`config.mk`:
```
export PLATFORM = sky130hd
export DESIGN_NAME = serial_adder
export DESIGN_NICKNAME = d
export VERILOG_FILES = /design/src/rtl/serial_adder.sv
export SDC_FILE = /design/constraint.sdc
export NUM_CORES = 1
export LEC_CHECK = 0
export CAP_MARGIN = 10
export CORE_UTILIZATION = 53
export CTS_CLUSTER_SIZE = 14
export DETAILED_ROUTE_END_ITERATION = 8
export PLACE_DENSITY = 0.86
export SYNTH_ARGS = -nofsm -noshare
export SYNTH_HDL_FRONTEND = slang
export SYNTH_SLANG_ARGS = --single-unit
```
`constraint.sdc`:
```
create_clock -name clk -period 3.1 [get_ports clk]
set_input_delay 0.465 -clock clk [delete_from_list [all_inputs] [get_ports clk]]
set_output_delay 0.465 -clock clk [all_outputs]
set_load 0.05 [all_outputs]
```
`src/rtl/serial_adder.sv`:
```
// Bit-serial WIDTH-bit adder: one full-adder cell plus a carry flop, LSB first.
// Operands enter and results leave over valid/ready handshakes.
module serial_adder #(
  parameter int WIDTH = 8
) (
  input  logic             clk,
  input  logic             rst_n,
  input  logic             in_valid,
  output logic             in_ready,
  input  logic [WIDTH-1:0] a,
  input  logic [WIDTH-1:0] b,
  input  logic             cin,
  output logic             out_valid,
  input  logic             out_ready,
  output logic [WIDTH-1:0] sum,
  output logic             cout,
  output logic             busy,
  output logic [1:0]       fsm_state
);

  // Handshakes: a transfer happens on a rising edge where valid and ready are
  // both high; valid never depends on ready, and the producer holds its data
  // stable while valid is high and ready is low.

  localparam int CW = $clog2(WIDTH);
  localparam logic [CW-1:0] LAST = CW'(WIDTH - 1);

  typedef enum logic [1:0] {
    IDLE = 2'd0,
    ADD  = 2'd1,
    DONE = 2'd2
  } state_t;

  state_t          state;
  logic [WIDTH-1:0] a_q;
  logic [WIDTH-1:0] b_q;
  logic            carry;
  logic [CW-1:0]   count;
  logic            fa_a;
  logic            fa_b;
  logic            fa_s;
  logic            fa_co;

  // Full-adder cell in sum-of-products form.
  always_comb begin
    fa_a  = a_q[0];
    fa_b  = b_q[0];
    fa_s  = (~fa_a & ~fa_b &  carry) | (~fa_a &  fa_b & ~carry) |
            ( fa_a & ~fa_b & ~carry) | ( fa_a &  fa_b &  carry);
    fa_co = (fa_a & fa_b) | (fa_a & carry) | (fa_b & carry);
  end

  assign in_ready  = (state == IDLE);
  assign fsm_state = state;

  always_ff @(posedge clk or negedge rst_n) begin
    if (!rst_n) begin
      state     <= IDLE;
      a_q       <= '0;
      b_q       <= '0;
      carry     <= 1'b0;
      count     <= '0;
      sum       <= '0;
      cout      <= 1'b0;
      out_valid <= 1'b0;
      busy      <= 1'b0;
    end else begin
      case (state)
        IDLE: begin
          if (in_valid) begin
            a_q   <= a;
            b_q   <= b;
            carry <= cin;
            count <= '0;
            sum   <= '0;
            busy  <= 1'b1;
            state <= ADD;
          end
        end
        ADD: begin
          sum   <= {fa_s, sum[WIDTH-1:1]};
          a_q   <= a_q >> 1;
          b_q   <= b_q >> 1;
          carry <= fa_co;
          // Counter is held on the final bit so it never wraps.
          if (count == LAST) begin
            cout      <= fa_co;
            out_valid <= 1'b1;
            state     <= DONE;
          end else begin
            count <= count + 1'b1;
          end
        end
        DONE: begin
          if (out_ready) begin
            out_valid <= 1'b0;
            busy      <= 1'b0;
            state     <= IDLE;
          end
        end
        default: begin
          out_valid <= 1'b0;
          busy      <= 1'b0;
          state     <= IDLE;
        end
      endcase
    end
  end

endmodule

```
==> flow_summary.ini, run 1 <==
[cts]
cts_made_buffers = 5
clk_pin_slew_ns = 0.10
clk_latency_ns = 0.34
cts_sinks = 33
post_cts_resized = 0
cts_hold_buf = 0
cts_tree = built
htree_levels = 2
clock_tree.root_cell = clkbuf_4
clockBufferDepth = 2
post_cts.repair.setup_buffers = 0

[run_status]
status = finished, final reports clean

[detailed_routing]
remaining_drc_errors = 0
drt_iter0_drc = 66
wl_um = 3320
vias = 1251
wl_per_cell_um = 16.0
drt-pass1-iter-count = 4
ant_nets = 0
vias_per_cell = 6.04

[synthesis]
synth_edf_count = 0
synth_area_mm2 = 0.00156
synth_top_cell_area_share_pct = 52.8
avgSynthCellArea_um2 = 10.9
netlist_instances = 144
yosys_warnings = 0
yosysMostFrequentCell = dfrtp_1
synth_area_leaders = dfrtp_1, a22o_1, o32ai_1
synth_common_cells = dfrtp_1, nor2_1, o22ai_1
synth-async-reset-ratio_pct = 100
synth_ff_type = dfrtp_1
synth_seq_cells = 33
ys_seq_area_share_pct = 52.8
synth_cell_types = 29
netlist.top_cell.by_area = dfrtp_1
synth_nets = 168

[critical_path]
worst_path_largest_cell_delay_ns = 0.90
crit_chain = clkdlybuf4s50_1
critPathRequiredTime_ns = 2.63
end_kind = output port
cp_num_buf_inv = 1
cpLargestDelayFamily = buffers and inverters
crit_type = reg -> out
cp-startpoint = fsm_state[1]
cp.arrival_ns = 1.88
crit_fanout = 15
r2r_start = fsm_state[0]
slowest_stage = clkdlybuf4s50_1
start_kind = flip-flop

[finish]
diodes = 0
nNetsFinal = 199
drive_gt1_share_pct = 7.95
finish.utilization_pct = 70.0
area_growth_syn_to_layout_pct = 24.5

[grt]
grt_pass1_wl_um = 5530
grt_util_all_layers_pct = 23.4
grt_max_degree = 36
overflow = 0
grt_pass1_vias = 1150
antenna_found_initial = 0

[timing]
slew_viol_final = 0
min_period_over_period_pct = 75.7
finalHoldViolations = 0
slew_headroom_pct = 47.1
fmax_mhz = 426
finalSetupTns_ns = 0
tightest_slew_ns = 0.792
fin_skew_ns = 0.00588
setup_violations = 0
timing.final.crit_period_ns = 2.35
grt_setup_unrepaired = false

[pwr]
ir_worst_vdd_mv = 0.793
leakagePower_nw = 0.823
powerDensity_mw_per_mm2 = 1100
power_mw = 2.15

[floorplanning]
ios = 35
fp.dieW_um = 56.3
die_y_um = 56.3
initial_core_util_pct = 56.2
dieArea_mm2 = 0.00317
rows = 19
coreArea_mm2 = 0.00278

[job]
cap_violations = 0

[min_path]
hold_start = sum[0]
worstHoldPathType = reg -> reg

[placed_design]
gp_congestion = 0.717
portBuffers = 34
hpwl_um = 2240
flip-flops by register name, indices dropped and copies added (netlist names):
name,flops
b_q,8
out_valid,1
carry,1
fsm_state,2
cout,1
busy,1
count,3
a_q,8
sum,8
worst paths after layout:
check / depth (start not counted) / slack (ns) / to
max: 1 / 0.75 / fsm_state[1]
min: 1 / 0.51 / sum[0]
max reg2reg: 3 / 1.46 / count[1]
min reg2reg: 1 / 0.51 / sum[0]
max in group asynchronous: 2 / 2.28 / count[0]
min in group asynchronous: 2 / 0.52 / sum[1]
cell usage in the layout, fill, tap and decap left out, drive strengths merged:
master         instances
a21oi                  2
a221oi                 1
a22o                  12
and2b                  1
buf                    2
bufinv                 1
clkbuf                 7
clkdlybuf4s50         34
dfrtp                 33
fa                     1
ha                     2
inv                    6
mux2                   1
mux2i                  1
nand2                  5
nand2b                 2
nand3b                 1
nor2                  15
nor2b                  1
nor3                  12
o21ai                  7
o21bai                 1
o22ai                 14
o2bb2ai                1
o31ai                  1
o32ai                 11
or2                    1
logic make-up (layout without fill, tap and decap cells):
family / count (synthesis) / count (layout) / synth area share [%]
simple gates: 38 / 38 / 11.5
buf+inv: 18 / 50 / 7.60
fa+ha+maj: 3 / 3 / 2.88
flops: 33 / 33 / 52.8
compound gates: 50 / 50 / 23.8
mux: 2 / 2 / 1.36
stage by stage:
stage	area (µm²)	setup slack [ns]	cells	hold slack, ns
2_1_floorplan	1560	1.04	144	0.169
3_3_place_gp	1860	1.10	199	0.481
3_5_place_dp	1860	1.02	199	0.497
4_1_cts	1950	0.734	207	0.519
5_1_grt	1950	0.655	207	0.540
6_report	1950	0.753	207	0.515
power breakdown:
part           switching (mW)  total (mW)  internal, mW
Sequential              0.163       0.789         0.626
Clock                   0.148       0.340         0.193
Combinational           0.604        1.02         0.413
Total                   0.915        2.15          1.23
area by class of cell:
type                    instances  area [µm²]
well taps                      31        38.8
clock inverters                 1        30.0
flip-flops and latches         33         826
clock buffers                   7        55.1
fillers                       215         835
multi-input cells              93         619
repair buffers                 36         355
inverters                       6        22.5
layer usage:
metal  track usage, %  up-vias  part of all wire [%]
met1             31.1      602                    46
met2             36.1       41                    47
met3             8.53        4                   5.3
met5                0        -                     0
met4             7.32        0                   1.4
li1                 -      604                     -
(Power assumes the default switching activity.)
==> run 2, diff against run 1 <==
Settings changed: CORE_UTILIZATION 53 to 44, PLACE_DENSITY 0.86 to 0.77.
Clock period 3.1 ns to 2.09 ns, I/O delays scaled along.
==> flow_summary.ini, run 2 (synthesized netlist as in run 1, its figures left out) <==
[timing]
holdWs_ns = 0.376
timing.final.crit_period_ns = 1.86
grt_setup_unrepaired = false
finalHoldViolations = 0
slew_headroom_pct = 47.7
slew_viol_final = 0
setup_violations = 0
fin_skew_ns = 0.00529
min_period_over_period_pct = 88.9
tightest_slew_ns = 0.783
fmax_mhz = 538
finalSetupTns_ns = 0
worst_slack_ns = 0.233

[critical_path]
path_depth = 1
worst_path_largest_cell_delay_ns = 0.81
crit_type = reg -> out
crit_fanout = 3
cpLargestDelayFamily = buffers and inverters
worstRegToRegCells = 2
cp_num_buf_inv = 1
critPathRequiredTime_ns = 1.78
slowest_stage = clkdlybuf4s50_1
cp.arrival_ns = 1.54
start_kind = flip-flop
end_kind = output port
crit_chain = clkdlybuf4s50_1

[detailed_routing]
vias_per_cell = 5.72
wl_um = 3310
remaining_drc_errors = 0
top_layer = met4
drt-pass1-iter-count = 4
wl_met3_um = 152
wl_per_cell_um = 14.8
routed-wl-met2_um = 1660
drt_iter0_drc = 79
ant_nets = 0
vias = 1275
routedLengthMet1_um = 1430

[finish]
layout_commonest_cell = dfrtp_1
finalNonFillerCells = 223
final_cell_mix = dfrtp_1, clkdlybuf4s50_1, nor2_1, o22ai_1
drive_gt1_share_pct = 9.04
area_growth_syn_to_layout_pct = 24.2
diodes = 0
finish.utilization_pct = 57.7
fin_area_mm2 = 0.00194
largest_registers = a_q (8), b_q (8), sum (8)
nNetsFinal = 200

[floorplanning]
die_y_um = 61.6
dieArea_mm2 = 0.00380
initial_core_util_pct = 46.5
coreArea_mm2 = 0.00336
fp.dieW_um = 61.6
ios = 35
rows = 21

[pwr]
powerDensity_mw_per_mm2 = 1560
ir_worst_vdd_mv = 0.518
power_mw = 3.03
leakagePower_nw = 0.818

[cts]
post_cts_resized = 0
clock_tree.root_cell = clkbuf_4
cts_made_buffers = 5
htree_levels = 2
cts_tree = built
cts_sinks = 33
clk_pin_slew_ns = 0.10
post_cts.repair.setup_buffers = 0
clockBufferDepth = 2
cts_hold_buf = 0
clk_latency_ns = 0.34

[placed_design]
gp_congestion = 0.790
pre_cts_ws_ns = 0.142
portBuffers = 34
placed_cells = 215
hpwl_um = 2300
dpl_cell_area_mm2 = 0.00189

[grt]
overflow = 0
grt_util_all_layers_pct = 19.9
grt_max_degree = 34
grt_pass1_wl_um = 5350
antenna_found_initial = 0
grt_pass1_vias = 1230

[job]
cap_violations = 0

[run_status]
status = finished, final reports clean

[min_path]
worstHoldPathType = in -> async
run 2: cell count changes in the layout (fill, tap and decap cells not counted):
cell,before,now
bufinv_16,1,0
clkdlybuf4s50_1,34,31
buf_12,0,1
clkbuf_8,1,0
buf_4,2,5
clkbuf_1,1,3
run 2: final timing paths:
path / end / slack [ns] / start
setup / recovery: sum[4] / 0.23 / sum[4]
hold / removal: out_valid / 0.38 / rst_n
setup reg to reg: count[1] / 0.47 / fsm_state[0]
hold reg to reg: cout / 0.51 / cout
max in group asynchronous: carry / 1.43 / rst_n
min in group clk: cout / 0.51 / cout
run 2: layer usage:
metal	vias to the layer above	track usage, %
met5	-	0
met4	0	9.84
met3	7	6.09
met2	38	31.6
met1	630	24.7
li1	600	-
run 2: final cells by class:
class                      instances  area (µm²)
fill                             316        1420
sequential                        33         826
multi-input combinational         93         619
timing repair buffer              37         368
tap                               46        57.6
clock buffer                       8        48.8
inverter                           6        22.5
run 2: power by group:
| part | leakage, nW | internal (mW) | switching [mW] |
|---|---|---|---|
| clock network | 0.0265 | 0.134 | 0.208 |
| logic | 0.392 | 0.627 | 0.879 |
| registers | 0.399 | 0.928 | 0.259 |
